**config.mk**
```make
export PLATFORM = sky130hd
export DESIGN_NAME = mouse_accum
export DESIGN_NICKNAME = d
export VERILOG_FILES = /design/src/rtl/mouse_pkg.sv /design/src/rtl/mouse_axis_acc.sv /design/src/rtl/mouse_accum.sv
export SDC_FILE = /design/constraint.sdc
export NUM_CORES = 1
export LEC_CHECK = 0
export BUFFER_PORTS_ARGS = -buffer_cell sky130_fd_sc_hd__buf_2
export CORE_MARGIN = 2
export CORE_UTILIZATION = 40
export CTS_CLUSTER_DIAMETER = 200
export CTS_CLUSTER_SIZE = 30
export DETAILED_ROUTE_END_ITERATION = 10
export HOLD_SLACK_MARGIN = 0.1
export REMOVE_ABC_BUFFERS = 1
export SYNTH_ARGS = -nofsm -noshare
export SYNTH_HDL_FRONTEND = slang
export SYNTH_SLANG_ARGS = --single-unit
```
**constraint.sdc**
```tcl
create_clock -name CLK -period 6.09 [get_ports CLK]
set_clock_uncertainty 0.05 [all_clocks]
set_input_delay 0 -clock CLK [delete_from_list [all_inputs] [get_ports CLK]]
set_output_delay 0 -clock CLK [all_outputs]
set_load 0.02 [all_outputs]
```
**src/rtl/mouse_pkg.sv**
```systemverilog
// Shared field positions, report layout and saturation helpers for the mouse report conditioner.
package mouse_pkg;

    localparam int TOG   = 24;
    localparam int Y_HI  = 23;
    localparam int X_HI  = 15;
    localparam int Y_OVF = 7;
    localparam int X_OVF = 6;
    localparam int Y_SGN = 5;
    localparam int X_SGN = 4;

    localparam logic signed [12:0] DELTA_MIN = -13'sd256;
    localparam logic signed [12:0] DELTA_MAX = 13'sd255;

    typedef struct packed {
        logic       tog;
        logic [7:0] y_lo;
        logic [7:0] x_lo;
        logic       y_ovf;
        logic       x_ovf;
        logic       y_sgn;
        logic       x_sgn;
        logic       rsvd;
        logic [2:0] btn;
    } mouse_rpt_t;

    function automatic logic sat_hit(input logic signed [12:0] v);
        return (v < DELTA_MIN) || (v > DELTA_MAX);
    endfunction

    function automatic logic signed [8:0] sat9(input logic signed [12:0] v);
        logic signed [8:0] r;
        if (v < DELTA_MIN) begin
            r = 9'h100;
        end else if (v > DELTA_MAX) begin
            r = 9'h0FF;
        end else begin
            r = v[8:0];
        end
        return r;
    endfunction

endpackage

```
**src/rtl/mouse_axis_acc.sv**
```systemverilog
// One axis of motion coalescing: sign-extend, optional gain, clamped add and sticky overflow.
// The gain input exists only when MOUSE_ACCUM_SPEED_EN is defined.
module mouse_axis_acc
    import mouse_pkg::*;
(
    input  logic              clk_i,
    input  logic              rst_i,
    input  logic              ce_i,
    input  logic              rpt_i,
    input  logic              emit_i,
    input  logic [7:0]        delta_lo_i,
    input  logic              delta_sgn_i,
    input  logic              ovf_i,
`ifdef MOUSE_ACCUM_SPEED_EN
    input  logic [1:0]        speed_i,
`endif
    output logic signed [8:0] acc_o,
    output logic              ovf_o
);

    logic signed [8:0]  acc_q, acc_d;
    logic               ovf_q, ovf_d;
    logic signed [12:0] delta_s, base_s, sum_s;

    // An emission hands the old sum out, so a same-cycle report starts from zero.
    always_comb begin
`ifdef MOUSE_ACCUM_SPEED_EN
        delta_s = {{4{delta_sgn_i}}, delta_sgn_i, delta_lo_i} <<< speed_i;
`else
        delta_s = {{4{delta_sgn_i}}, delta_sgn_i, delta_lo_i};
`endif
        base_s = emit_i ? 13'sd0 : {{4{acc_q[8]}}, acc_q};
        sum_s  = base_s + delta_s;
        acc_d  = acc_q;
        ovf_d  = ovf_q;
        if (rpt_i) begin
            acc_d = sat9(sum_s);
            ovf_d = (emit_i ? 1'b0 : ovf_q) | sat_hit(sum_s) | ovf_i;
        end else if (emit_i) begin
            acc_d = 9'sd0;
            ovf_d = 1'b0;
        end else begin
            acc_d = acc_q;
            ovf_d = ovf_q;
        end
    end

    // Accumulator state, advanced only on enabled cycles.
    always_ff @(posedge clk_i or posedge rst_i) begin
        if (rst_i) begin
            acc_q <= 9'sd0;
            ovf_q <= 1'b0;
        end else if (ce_i) begin
            acc_q <= acc_d;
            ovf_q <= ovf_d;
        end
    end

    assign acc_o = acc_q;
    assign ovf_o = ovf_q;

endmodule

```
**src/rtl/mouse_accum.sv**
```systemverilog
// Coalesces and paces toggle-strobed PS/2 mouse reports into the same 25-bit format.
// Optional MOUSE_ACCUM_SPEED_EN adds a 2-bit SPEED gain input.
module mouse_accum
    import mouse_pkg::*;
#(
    parameter logic [15:0] RATE = 16'd1000
)
(
    input  logic        CLK,
    input  logic        RESET,
    input  logic        CE,
    input  logic [24:0] PS2_MOUSE,
`ifdef MOUSE_ACCUM_SPEED_EN
    input  logic [1:0]  SPEED,
`endif
    output logic [24:0] MOUSE
);

    logic              prev_tog_q, prev_tog_d;
    logic              primed_q, primed_d;
    logic [15:0]       timer_q, timer_d;
    logic [2:0]        btn_q, btn_d;
    logic [2:0]        btn_out_q, btn_out_d;
    mouse_rpt_t        mouse_q, mouse_d;
    logic              rpt_s, emit_s, pending_s;
    logic signed [8:0] acc_x_s, acc_y_s;
    logic              ovf_x_s, ovf_y_s;
    logic              unused_s;

    assign unused_s = PS2_MOUSE[3];

    mouse_axis_acc u_x (
        .clk_i       (CLK),
        .rst_i       (RESET),
        .ce_i        (CE),
        .rpt_i       (rpt_s),
        .emit_i      (emit_s),
        .delta_lo_i  (PS2_MOUSE[X_HI -: 8]),
        .delta_sgn_i (PS2_MOUSE[X_SGN]),
        .ovf_i       (PS2_MOUSE[X_OVF]),
`ifdef MOUSE_ACCUM_SPEED_EN
        .speed_i     (SPEED),
`endif
        .acc_o       (acc_x_s),
        .ovf_o       (ovf_x_s)
    );

    mouse_axis_acc u_y (
        .clk_i       (CLK),
        .rst_i       (RESET),
        .ce_i        (CE),
        .rpt_i       (rpt_s),
        .emit_i      (emit_s),
        .delta_lo_i  (PS2_MOUSE[Y_HI -: 8]),
        .delta_sgn_i (PS2_MOUSE[Y_SGN]),
        .ovf_i       (PS2_MOUSE[Y_OVF]),
`ifdef MOUSE_ACCUM_SPEED_EN
        .speed_i     (SPEED),
`endif
        .acc_o       (acc_y_s),
        .ovf_o       (ovf_y_s)
    );

    // Report detection needs a primed toggle so the level present at reset never counts.
    always_comb begin
        rpt_s     = CE & primed_q & (PS2_MOUSE[TOG] != prev_tog_q);
        pending_s = (acc_x_s != 9'sd0) | (acc_y_s != 9'sd0) | (btn_q != btn_out_q) | ovf_x_s | ovf_y_s;
        emit_s    = CE & (timer_q == 16'd0) & pending_s;
    end

    // Next-state for toggle tracking, pacing timer, buttons and the output report.
    always_comb begin
        prev_tog_d = PS2_MOUSE[TOG];
        primed_d   = 1'b1;
        btn_d      = rpt_s ? PS2_MOUSE[2:0] : btn_q;
        btn_out_d  = btn_out_q;
        mouse_d    = mouse_q;
        if (emit_s) begin
            timer_d       = RATE - 16'd1;
            btn_out_d     = btn_q;
            mouse_d.tog   = ~mouse_q.tog;
            mouse_d.y_lo  = acc_y_s[7:0];
            mouse_d.x_lo  = acc_x_s[7:0];
            mouse_d.y_ovf = ovf_y_s;
            mouse_d.x_ovf = ovf_x_s;
            mouse_d.y_sgn = acc_y_s[8];
            mouse_d.x_sgn = acc_x_s[8];
            mouse_d.rsvd  = 1'b0;
            mouse_d.btn   = btn_q;
        end else if (timer_q != 16'd0) begin
            timer_d = timer_q - 16'd1;
        end else begin
            timer_d = timer_q;
        end
    end

    // Control and output registers; CE=0 cycles leave everything untouched.
    always_ff @(posedge CLK or posedge RESET) begin
        if (RESET) begin
            prev_tog_q <= 1'b0;
            primed_q   <= 1'b0;
            timer_q    <= 16'd0;
            btn_q      <= 3'd0;
            btn_out_q  <= 3'd0;
            mouse_q    <= '0;
        end else if (CE) begin
            prev_tog_q <= prev_tog_d;
            primed_q   <= primed_d;
            timer_q    <= timer_d;
            btn_q      <= btn_d;
            btn_out_q  <= btn_out_d;
            mouse_q    <= mouse_d;
        end
    end

    assign MOUSE = mouse_q;

endmodule

```
Word level (Yosys, flattened, before mapping):

Index checks and enable logic that the tools add are counted.

* bitwise logic cells: 13
* add/subtract/negate cells: 3
* reduce and logical (&&, ||, !) cells: 12
* $lt $le $gt $ge: 4
* muxes and demuxes: 15
* equality and inequality tests: 2

Operators with widths (count)
* 2-to-1 mux 9 bit: 7
* 2-to-1 mux 16 bit: 2
* adder 13 x 9 -> 13 bit: 2
* greater-than comparator 13 x 9 -> 1 bit, second input constant: 2
* less-than comparator 13 x 9 -> 1 bit, second input constant: 2
* 2-to-1 mux 13 bit: 2
* nonzero test 9 bit: 2
* zero test 16 bit: 1
* nonzero test 16 bit: 1
* subtractor 16 x 1 -> 16 bit, second input constant: 1
* bitwise OR 1 bit: 8
* AND reduction 2 bit: 4
* bitwise AND 1 bit: 4
* 2-to-1 mux 1 bit: 4
* nonzero test 2 bit: 2
* inequality test 3 bit: 1
* logical OR 1 bit: 2
* inequality test 1 bit: 1
* NOT 1 bit: 1

* output and inout port bits: 25
* word-level logic and storage cells: 65
* flip-flop bits (word level): 65
* input bits: 28

Depth between registers and ports, before layout:

* depth in word-level cells: 13
* depth in mapped cells: 18
* depth with buffers taken out: 15

Hierarchy:

A second synthesis with hierarchy kept.

* cell total of the unflattened synthesis: 369
* area, all modules: 4058.9 um^2

By module, submodules not included
* mouse_accum: times used 1, cells an instance 181, area an instance 2254.7 um^2, seq. area each 1126.1 um^2
* mouse_axis_acc: times used 2, cells an instance 94, area an instance 902.1 um^2, seq. area each 250.2 um^2

Worst setup path before layout:

OpenSTA, ideal clock, no wires.

* kind: register to register
* start point: reg u_x.acc_q[8] (netlist: u_x.acc_o[8])
* end point: reg u_x.acc_q[2] (netlist: u_x.acc_o[2])
* path slack: 2178 ps
* clock period less this slack: 3912 ps
* path buffers: 2
* library setup time: 84 ps
* data required time: 5956 ps
* arrival: 3779 ps
* stages on the path, launching flop included: 16
* cell sequence: dfrtp_1 or4_4 nor4_4 a211o_2 buf_6 buf_4 and2_1 ha_1 inv_1 fa_1 nand2b_1 a211o_1 and2_4 nor4_2 nor3_1 o21ai_0

* word-level cells in the longest chain between the ends: 12
* elaborated cells between the ends (all ways): 15
* those cells by class: 1 x add/sub; 2 x order compare; 4 x mux; 5 x bitwise; 3 x reduce/logical

Ends and longest elaborated chain
* from (decl): RTL line mouse_axis_acc.sv:21 `logic signed [8:0] acc_q, acc_d;`
* from (signal assigned): RTL line mouse_axis_acc.sv:51 `acc_q <= 9'sd0;`
* from (signal assigned): RTL line mouse_axis_acc.sv:54 `acc_q <= acc_d;`
* nonzero test 9 bit: RTL line mouse_accum.sv:67 `pending_s = (acc_x_s != 9'sd0) | (acc_y_s != 9'sd0) | (btn_q != btn_out_q) | ovf_x_s | ovf_y_s;`
* bitwise OR 1 bit (4 in a row): RTL line mouse_accum.sv:67
* bitwise AND 1 bit: RTL line mouse_accum.sv:68 `emit_s = CE & (timer_q == 16'd0) & pending_s;`
* 2-to-1 mux 13 bit: RTL line mouse_axis_acc.sv:32 `base_s = emit_i ? 13'sd0 : {{4{acc_q[8]}}, acc_q};`
* adder 13 x 9 -> 13 bit: RTL line mouse_axis_acc.sv:33 `sum_s = base_s + delta_s;`
* greater-than comparator 13 x 9 -> 1 bit: RTL line mouse_pkg.sv:35 `end else if (v > DELTA_MAX) begin`
* 2-to-1 mux 9 bit: RTL line mouse_pkg.sv:35
* 2-to-1 mux 9 bit: RTL line mouse_pkg.sv:33 `if (v < DELTA_MIN) begin`
* 2-to-1 mux 9 bit: RTL line mouse_axis_acc.sv:36 `if (rpt_i) begin`

Parallel ways exist; a longest one is shown, timed or not.
A chain may end at the register's enable or synchronous reset.

Final worst setup path:

* start point: reg u_x.acc_q[8] (netlist: u_x.acc_o[8])
* end point: reg u_y.acc_q[2] (netlist: u_y.acc_o[2])

* word-level cells in the longest chain between the ends: 12
* elaborated cells between the ends (all ways): 15
* those cells by class: 1 x add/sub; 2 x order compare; 4 x mux; 5 x bitwise; 3 x reduce/logical

Ends and longest elaborated chain (RTL line)
* nonzero test 9 bit (*): mouse_accum.sv:67
* bitwise OR 1 bit (*) (4 in a row): mouse_accum.sv:67
* bitwise AND 1 bit (*): mouse_accum.sv:68
* 2-to-1 mux 13 bit: mouse_axis_acc.sv:32
* adder 13 x 9 -> 13 bit: mouse_axis_acc.sv:33
* greater-than comparator 13 x 9 -> 1 bit: mouse_pkg.sv:35
* 2-to-1 mux 9 bit: mouse_pkg.sv:35
* 2-to-1 mux 9 bit: mouse_pkg.sv:33
* 2-to-1 mux 9 bit: mouse_axis_acc.sv:36
* to (signal assigned): mouse_axis_acc.sv:51
* to (signal assigned): mouse_axis_acc.sv:54
* to (decl): mouse_axis_acc.sv:21

Every way passes the cells marked *; elsewhere a longest branch is shown, timed or not.

==> impl_metrics.prom <==
# TYPE chip_impl_metric gauge
chip_impl_info{name="status",value="complete, no violations"} 1
chip_impl_metric{name="number_of_buffers_created_by_cts",unit=""} 9
chip_impl_metric{name="finalHoldViolCount",unit=""} 0
chip_impl_metric{name="p_leak",unit="nW"} 2.26
chip_impl_metric{name="design.core.area",unit="mm^2"} 0.00973
chip_impl_metric{name="finalNonFillerCells",unit=""} 590
chip_impl_metric{name="timing_max_transition_violations_final",unit=""} 0
chip_impl_metric{name="clk_pin_slew_worst_paths",unit="ns"} 0.08
chip_impl_metric{name="p_per_area",unit="mW/mm^2"} 415
chip_impl_info{name="clock-root-buffer",value="sky130_fd_sc_hd__clkbuf_8"} 1
chip_impl_metric{name="dpl-instance-area",unit="mm^2"} 0.00431
chip_impl_info{name="setup.worst_path.start_class",value="register"} 1
chip_impl_metric{name="ys_async_sr_fraction",unit=""} 1.00
chip_impl_info{name="ff_to_ff_end",value="u_y.acc_o[2]"} 1
chip_impl_metric{name="grt_first_pass_wirelength",unit="um"} 14400
chip_impl_metric{name="synth_cells",unit=""} 389
chip_impl_metric{name="drt-wirelength-per-cell",unit="um"} 14.4
chip_impl_metric{name="route.vias.total",unit=""} 3076
chip_impl_metric{name="crit_path_max_fanout",unit=""} 41
chip_impl_info{name="rsz0062_at_grt",value="no"} 1
chip_impl_metric{name="synth.yosys.seq_area_share",unit=""} 0.409
chip_impl_info{name="setup.worst_path.class",value="register to register"} 1
chip_impl_metric{name="insertedDiodeCount",unit=""} 0
chip_impl_metric{name="maximum_level_of_the_cts_h_tree",unit=""} 3
chip_impl_metric{name="io_buffers",unit=""} 50
chip_impl_metric{name="synth_enable_flop_cells",unit=""} 0
chip_impl_metric{name="fmax",unit="MHz"} 224
chip_impl_metric{name="layout.cell_area.non_filler",unit="mm^2"} 0.00465
chip_impl_metric{name="clock_sinks",unit=""} 65
chip_impl_metric{name="setup.reg_to_reg.worst_slack",unit="ns"} 1.62
chip_impl_metric{name="cap_violations",unit=""} 0
chip_impl_metric{name="synth.lib_cells_used.distinct",unit=""} 61
chip_impl_info{name="synthFlopType",value="sky130_fd_sc_hd__dfrtp_1"} 1
chip_impl_info{name="worst_setup_path_endpoint",value="u_y.acc_o[2]"} 1
chip_impl_metric{name="antenna_violations_before_repair",unit=""} 0
chip_impl_metric{name="fin_tns_setup",unit="ns"} 0
chip_impl_metric{name="arrival",unit="ns"} 4.71
chip_impl_metric{name="synth-warning-count",unit=""} 0
chip_impl_metric{name="post_drt_via_cell_ratio",unit=""} 5.21
chip_impl_metric{name="share_of_post_route_cells_with_drive_strength_above_1",unit=""} 0.245
chip_impl_info{name="worstReg2RegStart",value="u_x.acc_o[8]"} 1
chip_impl_metric{name="grt_use_total",unit=""} 0.165
chip_impl_metric{name="number_of_nets_still_failing_antenna_checks_after_routing",unit=""} 0
chip_impl_metric{name="first_global_vias",unit=""} 2987
chip_impl_metric{name="global_route.overflow_total",unit=""} 0
chip_impl_metric{name="initial_core_util",unit=""} 0.409
chip_impl_metric{name="final_min_period_over_clock_period",unit=""} 0.734
chip_impl_metric{name="half_perimeter_wire_length_after_placement",unit="um"} 5950
chip_impl_metric{name="post-route-drc-count",unit=""} 0
chip_impl_metric{name="die_height",unit="um"} 104
chip_impl_metric{name="finalWorstPathRequiredPeriod",unit="ns"} 4.47
chip_impl_metric{name="drt_wl_total",unit="um"} 8490
chip_impl_metric{name="worst_ep_required_time",unit="ns"} 6.33
chip_impl_metric{name="layout.core_utilization",unit=""} 0.478
chip_impl_metric{name="synth_seq_cells",unit=""} 65
chip_impl_metric{name="worst_hold_slack",unit="ns"} 0.158
chip_impl_info{name="timing.critical_path.to_type",value="register"} 1
chip_impl_metric{name="core.rowCount",unit=""} 36
chip_impl_metric{name="worst-r2r-cell-count",unit=""} 14
chip_impl_metric{name="floorplan.die.width",unit="um"} 104
chip_impl_info{name="tritoncts",value="done"} 1
chip_impl_metric{name="clock_tree_buffer_depth",unit=""} 2
chip_impl_metric{name="cts_resized",unit=""} 0
chip_impl_metric{name="power.ir.vdd_worst",unit="uV"} 179
chip_impl_metric{name="grt_start_max_net_pins",unit=""} 66
chip_impl_metric{name="timing.max_slew.rel_slack",unit=""} 0.452
chip_impl_metric{name="syn-cell-area",unit="mm^2"} 0.00398
chip_impl_metric{name="top_level_ports",unit=""} 53
chip_impl_metric{name="gpl.final_weighted_congestion",unit=""} 0.849
chip_impl_metric{name="place_inst",unit=""} 562
chip_impl_metric{name="dr.pass1.iters",unit=""} 4
chip_impl_info{name="startpoint",value="u_x.acc_o[8]"} 1
chip_impl_metric{name="die_area",unit="mm^2"} 0.0108
chip_impl_metric{name="final_net_count",unit=""} 502
chip_impl_info{name="min-delay-path-class",value="input port to register"} 1
chip_impl_metric{name="clk_latency",unit="ns"} 0.34
chip_impl_metric{name="layout-area-overhead-vs-synth",unit="%"} 17.0
chip_impl_metric{name="first_iter_violations",unit=""} 97
chip_impl_metric{name="setup_violations",unit=""} 0
chip_impl_metric{name="post_synth.cell_area_avg",unit="um^2"} 10.2
chip_impl_metric{name="transition_time_of_the_tightest_slew_check_pin",unit="ns"} 0.822
chip_impl_metric{name="num-fill-cells",unit=""} 965
[Yosys cell counts, types with 5 or more instances]
cell type                  number  share of area
sky130_fd_sc_hd__ha_1          20          0.063
sky130_fd_sc_hd__nor2b_1        6         0.0094
sky130_fd_sc_hd__o211ai_1       5         0.0094
sky130_fd_sc_hd__xor2_1        10          0.022
sky130_fd_sc_hd__xnor2_1        9          0.020
sky130_fd_sc_hd__mux2_4        10          0.038
sky130_fd_sc_hd__nor3_1        16          0.020
sky130_fd_sc_hd__dfrtp_1       65           0.41
sky130_fd_sc_hd__mux2_2        19          0.054
sky130_fd_sc_hd__a21oi_1       13          0.016
sky130_fd_sc_hd__nand2b_1       6         0.0094
sky130_fd_sc_hd__o21ai_0       21          0.026
sky130_fd_sc_hd__a31oi_1        7          0.011
sky130_fd_sc_hd__nor2_1        20          0.019
sky130_fd_sc_hd__inv_1         13          0.012
sky130_fd_sc_hd__nand3_1        7         0.0088
sky130_fd_sc_hd__nand2_1       39          0.037
sky130_fd_sc_hd__and2_1        20          0.031
sky130_fd_sc_hd__a21o_1         5         0.0094
[worst min path at each step]
stage            startpoint           end  slack (ns)  cells past startpoint
2_1_floorplan            CE      primed_q        0.06                      1
3_3_place_gp   PS2_MOUSE[2]      btn_q[2]        0.19                      2
3_5_place_dp   PS2_MOUSE[2]      btn_q[2]        0.19                      2
4_1_cts        PS2_MOUSE[5]  u_y.acc_o[8]        0.14                      4
5_1_grt        PS2_MOUSE[5]  u_y.acc_o[8]        0.16                      4
6_report       PS2_MOUSE[5]  u_y.acc_o[8]        0.16                      4
[power by group]
part	internal, W	total (W)	switching (W)
clock network	0.000243	0.000425	0.000182
registers	0.000545	0.000677	0.000132
logic	0.000392	0.000829	0.000437
total	0.00118	0.00193	0.000751
[placed cells by master (no fill, tap or decap), types with 3 or more instances in the layout]
cell type	count
sky130_fd_sc_hd__nor4_2	3
sky130_fd_sc_hd__and3_1	4
sky130_fd_sc_hd__clkbuf_8	10
sky130_fd_sc_hd__nor3_1	16
sky130_fd_sc_hd__a22oi_1	4
sky130_fd_sc_hd__and2_1	20
sky130_fd_sc_hd__nand2_1	39
sky130_fd_sc_hd__nor2_1	20
sky130_fd_sc_hd__nor4_1	4
sky130_fd_sc_hd__xor2_1	10
sky130_fd_sc_hd__dlygate4sd3_1	12
sky130_fd_sc_hd__nand3_1	7
sky130_fd_sc_hd__o211ai_1	5
sky130_fd_sc_hd__nor2b_1	6
sky130_fd_sc_hd__o21a_1	4
sky130_fd_sc_hd__mux2_2	19
sky130_fd_sc_hd__mux2_4	10
sky130_fd_sc_hd__o22ai_1	3
sky130_fd_sc_hd__a31oi_1	7
sky130_fd_sc_hd__ha_1	20
sky130_fd_sc_hd__mux2i_1	4
sky130_fd_sc_hd__buf_2	50
sky130_fd_sc_hd__dfrtp_1	65
sky130_fd_sc_hd__a21o_1	5
sky130_fd_sc_hd__inv_1	12
sky130_fd_sc_hd__xnor2_1	9
sky130_fd_sc_hd__nand2b_1	6
sky130_fd_sc_hd__o21ai_0	21
sky130_fd_sc_hd__a21oi_1	13
sky130_fd_sc_hd__and2_4	4
[cells by family (layout without fill, tap and decap cells)]
| logic type | count (synthesis) | after routing | synth area share |
|---|---|---|---|
| other | 1 | 1 | 0.000943 |
| muxes | 33 | 33 | 0.102 |
| adders and majority gates | 22 | 22 | 0.0730 |
| xor gates and xnor gates | 19 | 19 | 0.0418 |
| AOI/OAI and AO/OA | 79 | 79 | 0.132 |
| and+or+nand+nor | 145 | 145 | 0.203 |
| buffers and inverters | 25 | 93 | 0.0384 |
| DFF | 65 | 65 | 0.409 |
[registers in the layout (all words and copies together), names as in the netlist]
| name | cells |
|---|---|
| MOUSE | 24 |
| u_x.ovf_o | 1 |
| primed_q | 1 |
| u_y.ovf_o | 1 |
| u_y.acc_o | 9 |
| timer_q | 16 |
| prev_tog_q | 1 |
| btn_q | 3 |
| u_x.acc_o | 9 |
[what timing repair did]
action,4_1_cts,5_1_grt
hold buffers,12,0
hold endpoints to repair,78,0
buffers inserted,0,0
[metal layers]
| layer | share of wire | vias up | GRT usage |
|---|---|---|---|
| li1 | - | 1528 | - |
| met3 | 0.034 | 8 | 0.0422 |
| met2 | 0.46 | 53 | 0.258 |
| met5 | 0 | - | 0 |
| met1 | 0.50 | 1487 | 0.229 |
| met4 | 0.0087 | 0 | 0.0473 |
[through the flow]
| stage | setup WS (ns) | total power, W |
|---|---|---|
| 6_report | 1.62 | 0.00193 |
| 5_1_grt | 1.33 | 0.00210 |
| 4_1_cts | 1.63 | 0.00194 |
| 3_5_place_dp | 1.63 | 0.00151 |
| 3_3_place_gp | 1.67 | 0.00149 |
| 2_1_floorplan | 1.92 | 0.00132 |
[critical path, stage by stage (launching register included)]
cell and delay [ns]:
sky130_fd_sc_hd__dfrtp_1 0.43, sky130_fd_sc_hd__or4_4 0.56, sky130_fd_sc_hd__nor4_4 0.36, sky130_fd_sc_hd__a211o_2 0.31, sky130_fd_sc_hd__buf_4 0.49, sky130_fd_sc_hd__and2_1 0.20
sky130_fd_sc_hd__ha_1 0.19, sky130_fd_sc_hd__inv_1 0.07, sky130_fd_sc_hd__fa_1 0.40, sky130_fd_sc_hd__nor2b_1 0.17, sky130_fd_sc_hd__o31a_1 0.20, sky130_fd_sc_hd__o22ai_1 0.20
sky130_fd_sc_hd__o22ai_1 0.45, sky130_fd_sc_hd__o21ai_0 0.20, sky130_fd_sc_hd__nand2_1 0.11
[area by class of cell]
type                    instances  area, um^2  area share
well taps                     133         166      0.0358
flip-flops and latches         65        1630       0.350
repair buffers                 64         385      0.0828
clock inverters                 6        90.1      0.0194
multi-input cells             299        2200       0.472
clock buffers                  10         138      0.0296
inverters                      13        48.8      0.0105
No activity file was read; power rests on OpenSTA's default activity.
